**config.mk**
```make
export PLATFORM = sky130hd
export DESIGN_NAME = cnt_capture
export DESIGN_NICKNAME = d
export VERILOG_FILES = /design/src/rtl/cnt_capture.sv
export SDC_FILE = /design/constraint.sdc
export NUM_CORES = 2
export LEC_CHECK = 0
export ABC_AREA = 1
export CELL_PAD_IN_SITES_DETAIL_PLACEMENT = 0
export CELL_PAD_IN_SITES_GLOBAL_PLACEMENT = 1
export CORE_ASPECT_RATIO = 1.25
export CORE_MARGIN = 5
export CORE_UTILIZATION = 39
export DETAILED_ROUTE_END_ITERATION = 16
export PLACE_DENSITY = 0.81
export SYNTH_ARGS = -nofsm -noshare
export SYNTH_HDL_FRONTEND = slang
export SYNTH_SLANG_ARGS = --single-unit
```
**constraint.sdc**
```tcl
create_clock -name clk50 -period 2.46 [get_ports clk50]
set_clock_uncertainty 0.05 [all_clocks]
set_input_delay 0.492 -clock clk50 [delete_from_list [all_inputs] [get_ports clk50]]
set_output_delay 0.492 -clock clk50 [all_outputs]
set_load 0.03 [all_outputs]
```
**src/rtl/cnt_capture.sv**
```systemverilog
// cnt_capture: frame receiver. It captures a 53-word payload that sits
// between a header word (10'h234) and a trailer word (10'h2BF).
// Payload words are collected in a shadow buffer. words_out is loaded from
// the shadow buffer only when a frame ends with a good trailer, so a partial
// or bad frame never changes the last good payload.
//
// Ports:
//   clk50           in   sole clock, rising edge
//   rst             in   synchronous active-high reset, highest priority
//   word_in[9:0]    in   received word, sampled when word_valid=1
//   word_valid      in   one word accepted per high cycle
//   clr_capture     in   clears the sticky flags; a same-cycle set wins
//   words_out[53]   out  last good payload, index 0 = first payload word
//   frame_done      out  one-cycle pulse, one edge after the good trailer
//   frame_done_flag out  sticky good-frame flag
//   frame_err       out  sticky bad-trailer flag
//   timeout_err     out  sticky inter-word timeout flag
//   frame_cnt[7:0]  out  good-frame count, wraps 255 -> 0
//   busy            out  high while in DATA or TRAIL
//
// Build option: CNT_CAPTURE_TIMEOUT_EN adds a 10-bit inter-word idle
// counter. Without it, timeout_err is tied to 0 and the FSM waits forever.
//
// state | meaning
// IDLE  | hunting for a header; all other words are dropped
// DATA  | storing payload words 0..52 into the shadow buffer
// TRAIL | expecting the trailer word

module cnt_capture (
   input  logic       clk50,
   input  logic       rst,
   input  logic [9:0] word_in,
   input  logic       word_valid,
   input  logic       clr_capture,
   output logic [9:0] words_out [0:52],
   output logic       frame_done,
   output logic       frame_done_flag,
   output logic       frame_err,
   output logic       timeout_err,
   output logic [7:0] frame_cnt,
   output logic       busy
);

   localparam logic [9:0] HDR_WORD = 10'h234;
   localparam logic [9:0] TRL_WORD = 10'h2BF;
   localparam logic [5:0] LAST_IDX = 6'd52;

   typedef enum logic [1:0] {IDLE, DATA, TRAIL} state_t;

   state_t     state_q, state_d;
   logic [5:0] word_idx_q, word_idx_d;
   logic [9:0] shadow_q    [0:52];
   logic [9:0] words_out_q [0:52];
   logic       frame_done_q;
   logic       done_flag_q;
   logic       frame_err_q;
   logic [7:0] frame_cnt_q;

   logic       shadow_we;
   logic       good_frame;
   logic       bad_frame;
   logic       timeout_hit;

`ifdef CNT_CAPTURE_TIMEOUT_EN
   logic [9:0] idle_cnt_q, idle_cnt_d;
   logic       timeout_err_q;

   // The counter holds at zero in IDLE. Because of that, entering DATA
   // always starts from zero. The 1023rd idle cycle in a row fires the
   // timeout (the count goes 0..1022 before it).
   always_comb begin
      idle_cnt_d  = idle_cnt_q + 10'd1;
      timeout_hit = 1'b0;
      if (state_q == IDLE || word_valid) begin
         idle_cnt_d = '0;
      end else if (idle_cnt_q == 10'd1022) begin
         timeout_hit = 1'b1;
         idle_cnt_d  = '0;
      end
   end

   always_ff @(posedge clk50) begin
      if (rst) begin
         idle_cnt_q    <= '0;
         timeout_err_q <= 1'b0;
      end else begin
         idle_cnt_q <= idle_cnt_d;
         if (timeout_hit)
            timeout_err_q <= 1'b1;
         else if (clr_capture)
            timeout_err_q <= 1'b0;
      end
   end

   assign timeout_err = timeout_err_q;
`else
   assign timeout_hit = 1'b0;
   assign timeout_err = 1'b0;
`endif

   always_comb begin
      state_d    = state_q;
      word_idx_d = word_idx_q;
      shadow_we  = 1'b0;
      good_frame = 1'b0;
      bad_frame  = 1'b0;
      case (state_q)
         IDLE: begin
            if (word_valid && word_in == HDR_WORD) begin
               state_d    = DATA;
               word_idx_d = '0;
            end
         end
         DATA: begin
            if (word_valid) begin
               shadow_we  = 1'b1;
               word_idx_d = word_idx_q + 6'd1;
               if (word_idx_q == LAST_IDX)
                  state_d = TRAIL;
            end
         end
         TRAIL: begin
            if (word_valid) begin
               // A rejected trailer is consumed here and is not checked
               // again as a header.
               if (word_in == TRL_WORD)
                  good_frame = 1'b1;
               else
                  bad_frame = 1'b1;
               state_d = IDLE;
            end
         end
         default: state_d = IDLE;
      endcase
      if (timeout_hit)
         state_d = IDLE;
   end

   always_ff @(posedge clk50) begin
      if (rst) begin
         state_q      <= IDLE;
         word_idx_q   <= '0;
         frame_done_q <= 1'b0;
         done_flag_q  <= 1'b0;
         frame_err_q  <= 1'b0;
         frame_cnt_q  <= '0;
         for (int i = 0; i < 53; i++) begin
            shadow_q[i]    <= '0;
            words_out_q[i] <= '0;
         end
      end else begin
         state_q      <= state_d;
         word_idx_q   <= word_idx_d;
         frame_done_q <= good_frame;
         if (shadow_we)
            shadow_q[word_idx_q] <= word_in;
         if (good_frame) begin
            words_out_q <= shadow_q;
            frame_cnt_q <= frame_cnt_q + 8'd1;
         end
         if (good_frame)
            done_flag_q <= 1'b1;
         else if (clr_capture)
            done_flag_q <= 1'b0;
         if (bad_frame)
            frame_err_q <= 1'b1;
         else if (clr_capture)
            frame_err_q <= 1'b0;
      end
   end

   assign words_out       = words_out_q;
   assign frame_done      = frame_done_q;
   assign frame_done_flag = done_flag_q;
   assign frame_err       = frame_err_q;
   assign frame_cnt       = frame_cnt_q;
   assign busy            = (state_q == DATA) || (state_q == TRAIL);

endmodule

```
==> impl.org <==
** STA
- Final setup viols :: 0
- Smallest hold slack :: 0.09870 ns
- The worst pin sits at a relative slew slack of 33.24%.
- The number of pins exceeding their max-slew limit in the final report came to 0.
- Share of the cycle needed by the critical path after routing :: 97.54%
- Accumulated negative setup slack :: 0 ns
- Max Fclk :: 416.8 MHz
- For the pin with the worst max-slew slack, the measured transition is 1.001 ns.
- Setup repair after global routing left no endpoint under its margin.
- Final Hold Vio Count :: 0
- The smallest clock period supported by the final layout is computed as 2.400 ns.

** Setup path
- The slowest stage of the critical path is the sky130_fd_sc_hd__clkdlybuf4s50_1 cell.
- Stage delay of the slowest cell on the critical path :: 0.83 ns
- The number of buffers and inverters on the critical path is 1.
- The cell family contributing the most delay on the critical path is buffers and inverters.
- Setup Crit Path Kind :: flop to primary output
- STA puts the critical path data arrival time at 1.86 ns.
- The signal on the critical path passes through clkdlybuf4s50_1.
- Worst setup SP type :: flop
- Of all nets on the critical path, the largest fanout is 2.
- STA classifies the critical path endpoint as a primary output.
- Required time at the worst-slack endpoint :: 1.92 ns

** Placed design
- Routability-driven placement finished with a final weighted congestion of 0.7976.
- After detailed placement, the total cell area comes to 0.04593 sq mm.
- The HPWL after detailed placement is 83790 um.
- In this run, placement finished with an instance count of 6431.
- Number of buffers inserted by port buffering :: 555

** Route
- Via count normalized by instance count :: 5.259
- After detailed routing, the total wire length is 135300 um.
- The final route contains 34850 vias.
- Antenna-violating nets left :: 0
- Number of iterations in the first detailed-routing pass :: 5
- Initial detailed-routing violation count :: 2885
- Dividing the detail-routed wire length by the instance count gives 20.42 um.
- DR DRC count :: 0

** Final layout
- Registers take 0.02160 sq mm.
- For this run, the post-layout net count is 5259.
- From synthesis to final layout, the design area changed by 29.16%.
- After routing the design area is 0.04964 sq mm.
- In the final layout, the multi-input gates occupy 0.01446 sq mm.
- Fraction of final layout cells with drive strength greater than 1 :: 7.344%
- Filler cell count :: 9369
- Non-filler cells in the finished layout :: 6626

** Logic synthesis
- The mapped netlist covers 0.03843 sq mm.
- Xor and xnor area share after synthesis :: 0%
- Cells after Synth :: 4789
- Library cell occupying the most area in the post-synthesis netlist :: sky130_fd_sc_hd__dfxtp_1
- Synth Area in Adders :: 0.2279%
- Count of flip-flops with a built-in enable after synthesis :: 0
- Sequential-to-total area share from yosys stat :: 56.20%
- Largest cells by area after synthesis :: sky130_fd_sc_hd__dfxtp_1 (56%), sky130_fd_sc_hd__a21oi_1 (9.5%), sky130_fd_sc_hd__nor2_1 (7.5%), sky130_fd_sc_hd__nand3_1 (7.3%), sky130_fd_sc_hd__o21ai_0 (6.8%)
- Post-Synthesis Mean Instance Area :: 8.025 sq um
- Synthesis inferred 1079 register bits.
- In the synthesized netlist, mux cells make up 0% of the area.
- Most frequent cells after synthesis :: sky130_fd_sc_hd__dfxtp_1 (1079), sky130_fd_sc_hd__nor2_1 (764), sky130_fd_sc_hd__a21oi_1 (732)
- Most common cell in the netlist :: sky130_fd_sc_hd__dfxtp_1
- Among all flip-flop cells after synthesis, the most frequent one is sky130_fd_sc_hd__dfxtp_1.
- By area, the combinational part of the netlist is dominated by simple AND/OR/NAND/NOR gates.
- Net Count, Synth :: 4810
- Summing the areas of all compound-gate instances in the mapped netlist gives 16.41% of the synthesized area.
- The synthesized netlist devotes 20.90% of its cell area to simple gates.
- The top cell type by area accounts for 56.20% of the synthesized area.
- Of all flip-flops after synthesis, the portion carrying an async set or reset was 0%.
- Yosys synthesis warning count :: 0
- The number of different library cells used by synthesis comes to 27.

** Clock network
- Number of buffers inserted to repair setup after CTS :: 0
- In this run the number of H-tree levels came out at 3.
- The clock reaches the later pin of the worst-skew pair after 0.68 ns.
- The clock passes through at most 3 buffers.
- The clock drives 1079 sinks.
- TritonCTS clock tree :: built
- Number of buffers inserted during clock tree synthesis :: 105
- The root buffer cell chosen for the clock tree is sky130_fd_sc_hd__clkbuf_16.
- Clock-pin slew was measured on the worst setup and hold paths at 0.06 ns.

** Global route
- M2 GR Usage :: 40.01%
- GR met1 Demand/Resource :: 33.20%
- Initial antenna violation count :: 4
- Maximum number of pins on one net before global-route repair :: 126
- The via count of the first global-routing pass was 33030.
- The first global-routing pass estimated 204700 um of wire.
- After global routing, the most crowded layer is met2.
- After global routing the overflow that remains totals 0.
- GRT met3 Usage :: 3.957%
- GRT Util Overall :: 24.38%

** Job
- # Max-Cap Violations :: 0

** Floorplan
- The die is 290.8 um wide.
- The total area inside the core boundary comes to 0.09769 sq mm.
- After floorplanning, the core was divided into 128 placement rows.
- Die Y-Extent :: 361.0 um
- Pin placement for this block handled 557 I/O pins.
- The die covers 0.1050 sq mm.
- Starting Density :: 39.34%

** Power and ir drop
- Total power divided by cell area :: 751.7 mW/mm^2
- Final Total Pwr :: 37310 uW
- Summed over all cells, the static leakage comes to 0.01779 uW.
- Across the VDD grid, the largest voltage drop is 0.5070 mV.

** Outcome
- Status :: finished, final reports clean

** Worst hold path
- Hold/Removal Path Class :: input pin to flop
[layout make-up]
class	count	share of cell area [%]
Inverter	88	0.6931
Antenna cell	2	0.01008
Sequential cell	1079	43.51
Tap cell	1300	3.277
Clock buffer	155	6.261
Clock inverter	38	1.187
Multi-Input combinational cell	3209	29.12
Timing Repair Buffer	755	15.93
[cells by family (layout without fill, tap and decap cells)]
logic type	count (synthesis)	count (layout)
compound gates	1259	1259
fa+ha+maj	7	7
buf+inv	501	1036
flops	1079	1079
other cells	1	3
simple gates	1942	1942
[final timing paths]
check / start / endpoint / slack [ns] / cells past startpoint
max: words_out[260] / words_out[260] / 0.06 / 1
min: rst / words_out[402] / 0.1 / 2
max reg2reg: state_q[1] / shadow_q[300] / 0.16 / 11
min reg2reg: words_out[195] / words_out[195] / 0.41 / 2
[per-layer routing]
metal  vias up  wire length [um]  share of wire (%)
li1      16810                 -                  -
met1     16760             59820                 44
met2      1079             63310                 47
met3       200              7994                5.9
met4         0              4178                3.1
met5         -                 0                  0
[through the flow]
stage	setup slack [ns]	util, %
floorplan	0.5636	-
global placement	-0.3506	47.02
detailed placement	-0.3691	47.02
CTS	0.005225	50.80
global route	0.0006248	50.81
finish	0.06050	50.81
[registers in the layout (all words and copies together) (netlist names)]
signal and flops:
frame_cnt 8, frame_done 1, frame_done_flag 1, frame_err 1, shadow_q 530, state_q 2
word_idx_q 6, words_out 530
[report_power, final]
part | switching (uW) | internal, uW | leakage [uW]
Combinational | 1960 | 547 | 0.00730
Sequential | 79.2 | 17600 | 0.00869
Clock | 7040 | 10100 | 0.00180
Total | 9080 | 28200 | 0.0178
[layout by cell type (no fill, tap or decap), drive strengths merged, types with 2 or more instances in the layout]
cell           count
nor3               8
clkinv            24
ha                 7
clkinvlp           7
diode              2
nor2             765
inv               82
a21oi            732
nand3            558
dfxtp           1079
a31oi              4
buf              207
nand4              5
o21ai            523
bufinv            13
nand2            604
clkbuf           155
clkdlybuf4s50    546
[what timing repair did]
action,4_1_cts,5_1_grt
pin swaps,0,0
hold buffers,0,0
setup endpoints to repair,2,10
resized for setup,4,2
gates cloned,0,0
Power figures use the tool's default switching activity.
